--- src/rtl/y_calculator.sv ---
// y_calculator: one CORDIC vectoring-mode Y micro-rotation in IEEE-754 binary32.
// y_out <= (y >= 0) ? y - x_shift : y + x_shift, computed by a combinational
// round-to-nearest-even adder and registered once per clock.
module y_calculator #(
    parameter int unsigned WIDTH = 32
) (
    input  logic             clock,
    input  logic             reset,
    input  logic [WIDTH-1:0] y,
    input  logic [WIDTH-1:0] x_shift,
    output logic [WIDTH-1:0] y_out
);

    // Operand fields; operand b is x_shift with its sign flipped when y is non-negative
    logic        sign_a, sign_b;
    logic [7:0]  exp_a, exp_b;
    logic [22:0] frac_a, frac_b;
    logic        nan_a, nan_b, inf_a, inf_b;
    logic [7:0]  eff_a, eff_b;
    logic [23:0] sig_a, sig_b;

    // Ordered by magnitude
    logic        a_big;
    logic        sign_big, sign_small;
    logic [7:0]  exp_big, exp_small;
    logic [23:0] sig_big, sig_small;

    // Alignment: significand plus guard, round, sticky
    logic [7:0]  diff;
    logic [26:0] big_ext, small_ext, mask, aligned;

    // Magnitude sum and normalisation
    logic [27:0] sum;
    logic [26:0] norm;
    logic [9:0]  exp_n;
    logic [4:0]  lzc;
    logic        lz_found;
    logic [9:0]  shamt;

    // Rounding and packing
    logic [23:0] mant;
    logic        round_up;
    logic [24:0] mant_r;
    logic [9:0]  exp_f;
    logic [22:0] frac_f;
    logic [31:0] result;

    // Unpack operands, order them by magnitude and align the smaller one
    always_comb begin
        sign_a = y[31];
        exp_a  = y[30:23];
        frac_a = y[22:0];
        sign_b = x_shift[31] ^ ~y[31];
        exp_b  = x_shift[30:23];
        frac_b = x_shift[22:0];

        nan_a = (exp_a == 8'hFF) && (frac_a != '0);
        nan_b = (exp_b == 8'hFF) && (frac_b != '0);
        inf_a = (exp_a == 8'hFF) && (frac_a == '0);
        inf_b = (exp_b == 8'hFF) && (frac_b == '0);

        // Denormals: hidden bit 0 and effective exponent 1
        eff_a = (exp_a == '0) ? 8'd1 : exp_a;
        eff_b = (exp_b == '0) ? 8'd1 : exp_b;
        sig_a = {(exp_a != '0), frac_a};
        sig_b = {(exp_b != '0), frac_b};

        a_big      = y[30:0] >= x_shift[30:0];
        sign_big   = a_big ? sign_a : sign_b;
        sign_small = a_big ? sign_b : sign_a;
        exp_big    = a_big ? eff_a  : eff_b;
        exp_small  = a_big ? eff_b  : eff_a;
        sig_big    = a_big ? sig_a  : sig_b;
        sig_small  = a_big ? sig_b  : sig_a;

        diff      = exp_big - exp_small;
        big_ext   = {sig_big, 3'b000};
        small_ext = {sig_small, 3'b000};
        mask      = '0;
        if (diff >= 8'd26) begin
            aligned = {26'b0, (sig_small != '0)};
        end else begin
            mask    = (27'd1 << diff) - 27'd1;
            aligned = (small_ext >> diff) | {26'b0, ((small_ext & mask) != '0)};
        end
    end

    // Add or subtract magnitudes and normalise, never below exponent 1
    always_comb begin
        if (sign_big == sign_small) begin
            sum = {1'b0, big_ext} + {1'b0, aligned};
        end else begin
            sum = {1'b0, big_ext} - {1'b0, aligned};
        end

        lzc      = '0;
        lz_found = 1'b0;
        for (int unsigned i = 0; i < 27; i++) begin
            if (!lz_found && sum[26 - i]) begin
                lzc      = 5'(i);
                lz_found = 1'b1;
            end
        end

        exp_n = {2'b00, exp_big};
        shamt = '0;
        if (sum[27]) begin
            // Carry-out: shift right one place, folding the dropped bit into sticky
            norm  = {sum[27:2], sum[1] | sum[0]};
            exp_n = exp_n + 10'd1;
        end else begin
            shamt = ({5'b0, lzc} > (exp_n - 10'd1)) ? (exp_n - 10'd1) : {5'b0, lzc};
            norm  = sum[26:0] << shamt;
            exp_n = exp_n - shamt;
        end
    end

    // Round to nearest even, then resolve special cases and pack
    always_comb begin
        mant     = norm[26:3];
        round_up = norm[2] & (norm[1] | norm[0] | norm[3]);
        mant_r   = {1'b0, mant} + {24'b0, round_up};

        // A denormal that rounds up into the hidden bit becomes the smallest normal
        if (mant_r[24]) begin
            exp_f  = exp_n + 10'd1;
            frac_f = mant_r[23:1];
        end else if (mant_r[23]) begin
            exp_f  = exp_n;
            frac_f = mant_r[22:0];
        end else begin
            exp_f  = '0;
            frac_f = mant_r[22:0];
        end

        if (nan_a || nan_b) begin
            result = 32'h7FC00000;
        end else if (inf_a && inf_b) begin
            result = (sign_a != sign_b) ? 32'h7FC00000 : {sign_a, 8'hFF, 23'b0};
        end else if (inf_a) begin
            result = {sign_a, 8'hFF, 23'b0};
        end else if (inf_b) begin
            result = {sign_b, 8'hFF, 23'b0};
        end else if (sum == '0) begin
            result = {sign_a & sign_b, 31'b0};
        end else if (exp_f >= 10'd255) begin
            result = {sign_big, 8'hFF, 23'b0};
        end else begin
            result = {sign_big, exp_f[7:0], frac_f};
        end
    end

    // Output register with synchronous reset taking priority
    always_ff @(posedge clock) begin
        if (reset) begin
            y_out <= '0;
        end else begin
            y_out <= result;
        end
    end

endmodule

--- config.mk ---
export PLATFORM = sky130hd
export DESIGN_NAME = y_calculator
export DESIGN_NICKNAME = d
export VERILOG_FILES = /design/src/rtl/y_calculator.sv
export SDC_FILE = /design/constraint.sdc
export NUM_CORES = 1
export LEC_CHECK = 0
export ABC_AREA = 1
export CAP_MARGIN = 20
export CORE_ASPECT_RATIO = 0.75
export CORE_MARGIN = 5
export CORE_UTILIZATION = 40
export DETAILED_ROUTE_END_ITERATION = 7
export GPL_ROUTABILITY_DRIVEN = 0
export PLACE_DENSITY_LB_ADDON = 0.15
export SETUP_SLACK_MARGIN = 0.4
export SYNTH_ARGS = -nofsm -noshare
export SYNTH_HDL_FRONTEND = slang
export SYNTH_SLANG_ARGS = --single-unit
--- constraint.sdc ---
create_clock -name clock -period 20.4 [get_ports clock]
set_clock_uncertainty 0.15 [all_clocks]
set_input_delay 2.04 -clock clock [delete_from_list [all_inputs] [get_ports clock]]
set_output_delay 2.04 -clock clock [all_outputs]
set_load 0.01 [all_outputs]
# [Yosys cells after proc, flatten, opt, wreduce, memory -nomap -nowiden]
# Cells that the tools add are included.
[totals] ff_bits=32 input_bits=66 out_inout_bits=32 word_cells=176
[classes] add_sub_neg=9 n_lt_le_gt_ge=4 n_eq_ne=4 n_shift=3 n_mux=75 bitwise_logic=9 reduce_logical=70
[op_table] operator="2-to-1 mux 32 bit" n=5
[op_table] operator="2-to-1 mux 5 bit" n=25
[op_table] operator="2-to-1 mux 31 bit" n=2
[op_table] operator="2-to-1 mux 27 bit" n=2
[op_table] operator="2-to-1 mux 24 bit" n=2
[op_table] operator="zero test 23 bit" n=2
[op_table] operator="nonzero test 23 bit" n=2
[op_table] operator="2-to-1 mux 10 bit" n=4
[op_table] operator="2-to-1 mux 8 bit" n=4
[op_table] operator="greater-or-equal comparator 31 bit" n=1
[op_table] operator="logical AND 1 bit" n=31
[op_table] operator="2-to-1 mux 1 bit" n=29
[op_table] operator="adder 27 x 27 -> 28 bit" n=1
[op_table] operator="zero test 28 bit" n=1
[op_table] operator="2-to-1 mux 28 bit" n=1
[op_table] operator="subtractor 27 x 27 -> 28 bit" n=1
[op_table] operator="bitwise AND 27 bit" n=1
[op_table] operator="OR 27 x 1 -> 27 bit" n=1
[op_table] operator="nonzero test 27 bit" n=1
[op_table] operator="<< shifter 1 x 8 -> 27 bit (first input constant)" n=1
[op_table] operator="<< shifter 27 x 10 -> 27 bit" n=1
[op_table] operator="right shift 27 x 8 -> 27 bit" n=1
[op_table] operator="subtractor 27 x 1 -> 27 bit (second input constant)" n=1
[op_table] operator="zero test 1 bit" n=26
[op_table] operator="22 further kinds" n=28

# [Longest topological paths before layout]
# Gate-level depths: netlist (run 1).
[depth] depth_word=108 ltp_mapped=114 mapped_depth_nobuf=109

# [Worst setup path before layout (run 1)]
# OpenSTA, ideal clock, no wires.
[synth_timing] path_kind="input to register" start="in x_shift[14]" end="reg y_out[10]" setup_ns=0.062 t_arrival_ns=14.261 required_ns=20.188 slack_ns=5.927 cell_stages=102 path_buffers=9 cell_sequence="inv_1 ha_1 nand2_1 nor2_1 nand2_1 nor2_1 nor2_1 nand2_1 nand2_1 nand2_2 buf_2 buf_1 clkbuf_1 buf_1 nand2_1 o21ai_0 inv_1 ha_1 [... 66 more ...] inv_1 ha_1 fa_1 or2_2 a31oi_1 nand3_1 nand3_1 nand2_1 a21boi_1 nand2_1 nor3_1 nand3_1 nand3_1 nand2_1 nor3_4 nand3_4 buf_8 nor2_4"
[synth_between] elab_chain_len=106 elab_cells_between_ends=156 classes_between="9 x add/sub; 4 x order compare; 1 x eq/ne; 3 x shift; 71 x mux; 6 x bitwise; 62 x reduce/logical"
[synth_rtl] element="from (decl)" line="10" source="input logic [WIDTH-1:0] x_shift,"
[synth_rtl] element="greater-or-equal comparator 31 bit" line="68" source="a_big = y[30:0] >= x_shift[30:0];"
[synth_rtl] element="2-to-1 mux 8 bit (on tied branches)" line="71, 72"
[synth_rtl] element="subtractor 8 bit" line="76" source="diff = exp_big - exp_small;"
[synth_rtl] element="<< shifter 1 x 8 -> 27 bit" line="83" source="mask = (27'd1 << diff) - 27'd1;"
[synth_rtl] element="subtractor 27 x 1 -> 27 bit" line="83"
[synth_rtl] element="bitwise AND 27 bit" line="84" source="aligned = (small_ext >> diff) | {26'b0, ((small_ext & mask) != '0)};"
[synth_rtl] element="nonzero test 27 bit" line="84"
[synth_rtl] element="OR 27 x 1 -> 27 bit" line="84"
[synth_rtl] element="[... 90 more ...]"
[synth_rtl] element="2-to-1 mux 10 bit" line="128" source="end else if (mant_r[23]) begin"
[synth_rtl] element="2-to-1 mux 10 bit" line="125" source="if (mant_r[24]) begin"
[synth_rtl] element="greater-or-equal comparator 10 x 8 -> 1 bit" line="146" source="end else if (exp_f >= 10'd255) begin"
[synth_rtl] element="2-to-1 mux 31 bit" line="146"
[synth_rtl] element="2-to-1 mux 32 bit" line="144" source="end else if (sum == '0) begin"
[synth_rtl] element="2-to-1 mux 32 bit" line="142" source="end else if (inf_b) begin"
[synth_rtl] element="2-to-1 mux 32 bit" line="140" source="end else if (inf_a) begin"
[synth_rtl] element="2-to-1 mux 32 bit" line="138" source="end else if (inf_a && inf_b) begin"
[synth_rtl] element="to (signal assigned)" line="158" source="y_out <= result;"
[synth_rtl] element="to (decl)" line="11" source="output logic [WIDTH-1:0] y_out"
# Several ways; a longest one is shown, not always the timed one.
# A chain may end at the register's enable or synchronous reset.

# [Worst setup path after layout (run 1)]
[layout_timing] start="in x_shift[26]" end="reg y_out[1]"
[layout_between] elab_chain_len=107 elab_cells_between_ends=158 classes_between="9 x add/sub; 4 x order compare; 2 x eq/ne; 3 x shift; 72 x mux; 6 x bitwise; 62 x reduce/logical"
[layout_rtl] element="branches (longest 107 deep; another with greater-or-equal comparator 31 bit)"
# Several ways; the timed one is not identified.

==> flow_metrics.env, run 1 <==
export IMPL_cp_common_cell="nand2_1"
export IMPL_grt_overflow_total=0
export IMPL_drv_slew=0
export IMPL_synthMuxAreaShare_pct=0
export IMPL_synth_edff_count=0
export IMPL_cp_end_kind="flip-flop"
export IMPL_yosys_area_share_xor_xnor_pct=3.789
export IMPL_yosysSeqAreaShare_pct=5.066
export IMPL_seq_area_um2=640.6
export IMPL_p_leak_uw=0.007071
export IMPL_fin_ws_ns=1.918
export IMPL_yosys_most_used_dff="dfxtp_1"
export IMPL_fin_crit_sh_pct=90.60
export IMPL_grt_pass1_wl_um=76650
export IMPL_clk_pin_slew_worst_paths_ns=0.05
export IMPL_finalSetupViolCount=0
export IMPL_power_density_nw_per_um2=114.5
export IMPL_layout_common_cells="655 x nand2_1, 389 x nand3_1, 270 x inv_1, 201 x nor2_1"
export IMPL_post_route_min_period_ns=18.48
export IMPL_hold_depth=2
export IMPL_largest_reg_flops=32
export IMPL_ys_ff_latch=32
export IMPL_crit_path_max_fanout=33
export IMPL_fp_dieW_um=215.3
export IMPL_cp_required_ns=20.45
export IMPL_syn_nets=2528
export IMPL_slew_headroom_pct=29.73
export IMPL_vias=16017
export IMPL_yosys_area_share_simple_pct=53.32
export IMPL_routed_via_density=5.749
export IMPL_numPortBuffers=97
export IMPL_cts_buffer_depth=2
export IMPL_hpwl_um=40490
export IMPL_cap_viol_max_count=0
export IMPL_power_frac_seq_pct=5.8
export IMPL_synth_top_family_by_area="simple AND/OR/NAND/NOR gates"
export IMPL_syn_area_per_cell_um2=5.365
export IMPL_tightest_slew_ns=1.043
export IMPL_drt_iter0_drc=2494
export IMPL_final_util_pct=44.57
export IMPL_cts_tree="built"
export IMPL_cts_resized=0
export IMPL_internal_power_uw=575.0
export IMPL_rows=56
export IMPL_hold_viol_final=0
export IMPL_drtPass1Iterations=8
export IMPL_grt_pass1_vias=14176
export IMPL_tns_ns=0
export IMPL_clock_sinks=32
export IMPL_place_area_um2=13710
export IMPL_syn_inst=2357
export IMPL_fill_cells=3434
export IMPL_cts_htree_levels=2
export IMPL_synth_compound_area_share_pct=14.46
export IMPL_slowest_stage="nor3_4"
export IMPL_critical_path_class="input port to flip-flop"
export IMPL_io_pins=98
export IMPL_violations="DRC"
export IMPL_place_inst=2776
export IMPL_grt_max_degree=76
export IMPL_die_area_um2=35310
export IMPL_ys_async_sr_fraction_pct=0
export IMPL_hp_class="input port to flip-flop"
export IMPL_start_util_pct=40.47
export IMPL_top_register="y_out"
export IMPL_post_place_ws_ns=1.569
export IMPL_clk_root_buffer_cell="clkbuf_16"
export IMPL_synth_adder_area_share_pct=10.57
export IMPL_netlist_area_um2=12650
export IMPL_multi_input_area_um2=10420
export IMPL_wire_per_inst_um=17.69
export IMPL_nets=2551
export IMPL_pwr_share_comb_pct=89.3
export IMPL_antenna_found_initial=1
export IMPL_final_area_um2=13930
export IMPL_ys_warn_count=0
export IMPL_drive_above_1_share_pct=6.555
export IMPL_crit_arrival_ns=18.54
export IMPL_track_usage_pct=26.39
export IMPL_core_area_um2=31250
export IMPL_vdd_drop_max_v=0.00005583
export IMPL_wirelength_um=49290
export IMPL_diodes=0
export IMPL_reg_largest_list="y_out: 32 flops"
export IMPL_cpPeakStageDelay_ns=0.56
export IMPL_drc=3
export IMPL_p_clk_share_pct=4.9
export IMPL_swShare_pct=63.95
export IMPL_critPathLaunchType="input port"
export IMPL_rsz0062_at_grt="false"
export IMPL_ys_types=64
export IMPL_max_freq_mhz=54.11
export IMPL_numCtsBuffers=5
export IMPL_ant_nets=0
export IMPL_cts_hold_buf=0
export IMPL_synthToLayoutAreaGrowth_pct=10.13
export IMPL_p_sw_uw=1020
export IMPL_fp_dieH_um=164.0
export IMPL_layout_cells_non_filler=2786
export IMPL_cts_setup_buffers=0
export IMPL_layout_commonest_cell="nand2_1"
export IMPL_status="finished with violations"
-- kinds of logic after synthesis --
kind of cell	after synthesis
DFF	32
AOI/OAI and AO/OA	318
xor gates and xnor gates	50
adders and majority gates	105
buffers and inverters	394
other	1
and+or+nand+nor	1457
-- Yosys cell counts, drive strengths merged, types with 3 or more instances --
library cell  count  area share, %
a22oi             5           0.30
a31oi            13           0.64
nor2            245            9.3
xor2             42            3.2
o211ai           10           0.59
dfxtp            32            5.1
nand3           401             17
a21o              6           0.36
o21ai           132            5.4
o22ai             7           0.35
a21boi            4           0.24
nor3             20           0.88
or2               8           0.40
nand4            75            3.9
ha              102             10
clkinv            3          0.089
clkbuf           46            1.4
fa                3           0.47
o21a              7           0.42
a21oi           104            4.2
xnor2             8           0.55
nor4             16           0.79
buf              47            2.5
nand2           682             21
o221ai            3           0.21
inv             298            8.8
nand3b            7           0.42
a211oi            3           0.18
o31ai            10           0.63
-- stage by stage --
stage	hold slack (ns)	power, µW
floorplan	1.959	1129
global placement	2.580	1468
detailed placement	2.598	1471
CTS	2.301	1555
global route	2.338	1753
finish	2.282	1595
-- power by group through the flow --
| stage | Clock [µW] | Sequential (µW) | Combinational, µW |
|---|---|---|---|
| finish | 77.4 | 93.1 | 1420 |
| global route | 82.3 | 95.9 | 1570 |
| CTS | 78.9 | 93.5 | 1380 |
| detailed placement | 0 | 94.6 | 1380 |
| global placement | 0 | 94.1 | 1370 |
| floorplan | 0 | 107 | 1020 |
-- cell type report --
cell class / count / share of cell area [%]
clock buffer: 7 / 1.096
inverter: 301 / 8.112
multi-input combinational: 1932 / 74.84
sequential: 32 / 4.600
tap: 406 / 3.647
timing repair buffer: 108 / 7.708
-- metal layers --
| layer | track usage, % | vias up | part of all wire, % |
|---|---|---|---|
| li1 | - | 7868 | - |
| met1 | 39.94 | 7282 | 47 |
| met2 | 37.21 | 818 | 39 |
| met3 | 8.163 | 49 | 13 |
| met4 | 3.460 | 0 | 1.2 |
| met5 | 0 | - | 0 |
-- path summary, 6_finish.rpt --
| kind | slack [ns] | endpoint | startpoint |
|---|---|---|---|
| worst max-delay path | 1.92 | y_out[1] | x_shift[26] |
| worst min-delay path | 2.28 | y_out[24] | reset |
-- critical path, delay by kind of cell --
family          cells  cell delay (ns)
compound gates     22             4.01
fa+ha+maj           5             1.61
simple gates       48             8.46
buf+inv            13             2.38
Note: power is estimated with default switching activity, not from simulation.
==> run 2: changes to the inputs <==
--- a/config.mk
+++ b/config.mk
@@ -5,7 +5,6 @@
 export SDC_FILE = /design/constraint.sdc
 export NUM_CORES = 1
 export LEC_CHECK = 0
-export ABC_AREA = 1
 export CAP_MARGIN = 20
 export CORE_ASPECT_RATIO = 0.75
 export CORE_MARGIN = 5
==> flow_metrics.env, run 2 <==
export IMPL_status="finished with violations"
export IMPL_violations="DRC"
export IMPL_final_area_um2=15510
export IMPL_clk_pin_slew_worst_paths_ns=0.06
export IMPL_cts_htree_levels=2
export IMPL_vias=17764
export IMPL_grt_overflow_total=0
export IMPL_nets=2290
export IMPL_power_density_nw_per_um2=104.2
export IMPL_largest_reg_flops=32
export IMPL_ys_warn_count=0
export IMPL_wire_per_inst_um=24.38
export IMPL_drc=21
export IMPL_antenna_found_initial=0
export IMPL_cts_buffer_depth=2
export IMPL_numPortBuffers=97
export IMPL_worstHoldStart="reset"
export IMPL_grt_max_degree=72
export IMPL_track_usage_pct=30.97
export IMPL_layout_cells_non_filler=2577
export IMPL_yosys_most_used_dff="dfxtp_1"
export IMPL_grt_pass1_vias=16109
export IMPL_post_route_min_period_ns=19.27
export IMPL_drive_above_1_share_pct=8.821
export IMPL_ys_ff_latch=32
export IMPL_cap_viol_max_count=0
export IMPL_place_inst=2561
export IMPL_synth_edff_count=0
export IMPL_reg_largest_list="y_out: 32 flops"
export IMPL_rsz0062_at_grt="true"
export IMPL_clock_sinks=32
export IMPL_yosys_area_share_xor_xnor_pct=4.228
export IMPL_crit_path_max_fanout=20
export IMPL_critical_path_class="input port to flip-flop"
export IMPL_synthTopCellsByCount="226 x nand2_1, 210 x nor2_1, 185 x a21oi_1"
export IMPL_syn_nets=2277
export IMPL_place_area_um2=15220
export IMPL_critPathLaunchType="input port"
export IMPL_ys_async_sr_fraction_pct=0
export IMPL_final_util_pct=44.99
export IMPL_fp_dieH_um=171.3
export IMPL_yosysSeqAreaShare_pct=4.616
export IMPL_syn_inst=2106
export IMPL_netlist_area_um2=13880
export IMPL_layout_commonest_cell="nand2_1"
export IMPL_cts_hold_buf=0
export IMPL_finalSetupViolCount=0
export IMPL_max_freq_mhz=51.88
export IMPL_cts_tree="built"
export IMPL_drv_slew=0
export IMPL_synthMuxAreaShare_pct=7.617
export IMPL_slowest_stage="o311ai_4"
export IMPL_tightest_slew_ns=1.158
export IMPL_top_register="y_out"
export IMPL_hold_viol_final=0
export IMPL_routed_via_density=6.893
export IMPL_synth_top_cell_area_share_pct=9.195
export IMPL_hold_end="y_out[29]"
export IMPL_layout_common_cells="224 x nand2_1, 208 x nor2_1, 182 x a21oi_1, 131 x o21ai_0, 112 x inv_1"
export IMPL_ant_nets=0
export IMPL_tns_ns=0
export IMPL_slew_headroom_pct=21.99
export IMPL_synth_area_top_cells="ha_1 9.2%, a21oi_1 6.7%, nand2_1 6.1%"
export IMPL_cpPeakStageDelay_ns=0.72
export IMPL_clk_root_buffer_cell="clkbuf_16"
export IMPL_synth_compound_area_share_pct=35.94
export IMPL_drt_iter0_drc=2862
export IMPL_synth_adder_area_share_pct=9.772
export IMPL_synth_largest_area_cell="ha_1"
export IMPL_crit_arrival_ns=19.27
export IMPL_synthToLayoutAreaGrowth_pct=11.74
export IMPL_cp_required_ns=20.40
export IMPL_rows=59
export IMPL_grt_pass1_wl_um=96460
export IMPL_core_area_um2=34470
export IMPL_synth_top_family_by_area="compound AO/OA/AOI/OAI gates"
export IMPL_p_leak_uw=0.006062
export IMPL_wirelength_um=62840
export IMPL_yosys_area_share_simple_pct=30.61
export IMPL_syn_area_per_cell_um2=6.590
export IMPL_hpwl_um=49880
export IMPL_numCtsBuffers=5
export IMPL_ys_types=121
export IMPL_start_util_pct=40.26
export IMPL_hp_class="input port to flip-flop"
export IMPL_drtPass1Iterations=8
export IMPL_fp_dieW_um=225.1
export IMPL_die_area_um2=38560
export IMPL_hold_depth=2
export IMPL_vdd_drop_max_v=0.00006219
export IMPL_cp_end_kind="flip-flop"
export IMPL_fin_crit_sh_pct=94.48
export IMPL_diodes=0
export IMPL_io_pins=98
export IMPL_yosysMostFrequentCell="nand2_1"
## run 2: changes by cell type in the layout (fill, tap and decap cells not counted), moves of 28 or more
cell      before  now
nand2_1      655  224
nand3_1      389   94
inv_1        270  112
a21oi_1      101  182
mux2i_1        0   51
nor3_1        19   64
a211oi_1       3   39
xnor2_1        8   42
buf_4          9   40
nand4_1       72   42
o21ai_0      102  131
nor2_4        29    1
## run 2: worst max-delay path: cells and delay by family
family | cells | cell delay, ns
multiplexers | 1 | 0.45
buffers and inverters | 5 | 1.04
XOR/XNOR | 1 | 0.32
adder cells (fa/ha/maj) | 6 | 1.90
AO/OA/AOI/OAI | 22 | 6.26
AND/OR/NAND/NOR | 23 | 7.18
## run 2: final cells by class
type,instances,area (µm²)
Clock inverter,2,10.01
Sequential cell,32,640.6
Fill cell,3604,18970
Multi-Input combinational cell,1823,12420
Inverter,118,445.4
Clock buffer,6,138.9
Tap cell,457,571.8
Timing Repair Buffer,139,1284
## run 2: worst max path at each step
stage | to | from | slack (ns)
2_1_floorplan | y_out[25] | x_shift[7] | 3.90
3_3_place_gp | y_out[0] | x_shift[29] | 0.39
3_5_place_dp | y_out[0] | x_shift[29] | 0.03
4_1_cts | y_out[0] | x_shift[30] | 0.48
5_1_grt | y_out[0] | x_shift[27] | 0.20
6_report | y_out[0] | x_shift[22] | 1.13
## run 2: cell families after synthesis
family                     count (synthesis)
xor gates and xnor gates                  67
muxes                                     83
AOI/OAI and AO/OA                        720
and+or+nand+nor                          845
adders and majority gates                107
DFF                                       32
other                                      1
buffers and inverters                    251
## run 2: metal layers
metal	up-vias	GRT usage (%)	routed length (µm)
met4	0	5.392	1456
li1	8008	-	-
met1	8288	46.14	27820
met5	-	0	0
met2	1315	41.07	23180
met3	153	13.60	10380
## run 2: repair_timing
action / CTS / global route
pin swaps: 0 / 1
hold endpoints to repair: 0 / 0
setup endpoints to repair: 3 / 31
buffers inserted: 0 / 5
resized for setup: 1 / 19
## run 2: report_power, final
group / internal [µW] / switching [µW] / total [µW]
sequential: 85.8 / 6.71 / 92.5
clock: 48.0 / 26.6 / 74.6
combinational: 490 / 958 / 1450
## run 2: per-stage QoR
stage / hold WS [ns] / power, µW / setup slack, ns
floorplan: 2.136 / 1019 / 3.901
global placement: 2.630 / 1451 / 0.3908
detailed placement: 2.631 / 1450 / 0.02746
CTS: 2.479 / 1532 / 0.4769
global route: 2.514 / 1700 / 0.2012
finish: 2.467 / 1615 / 1.125
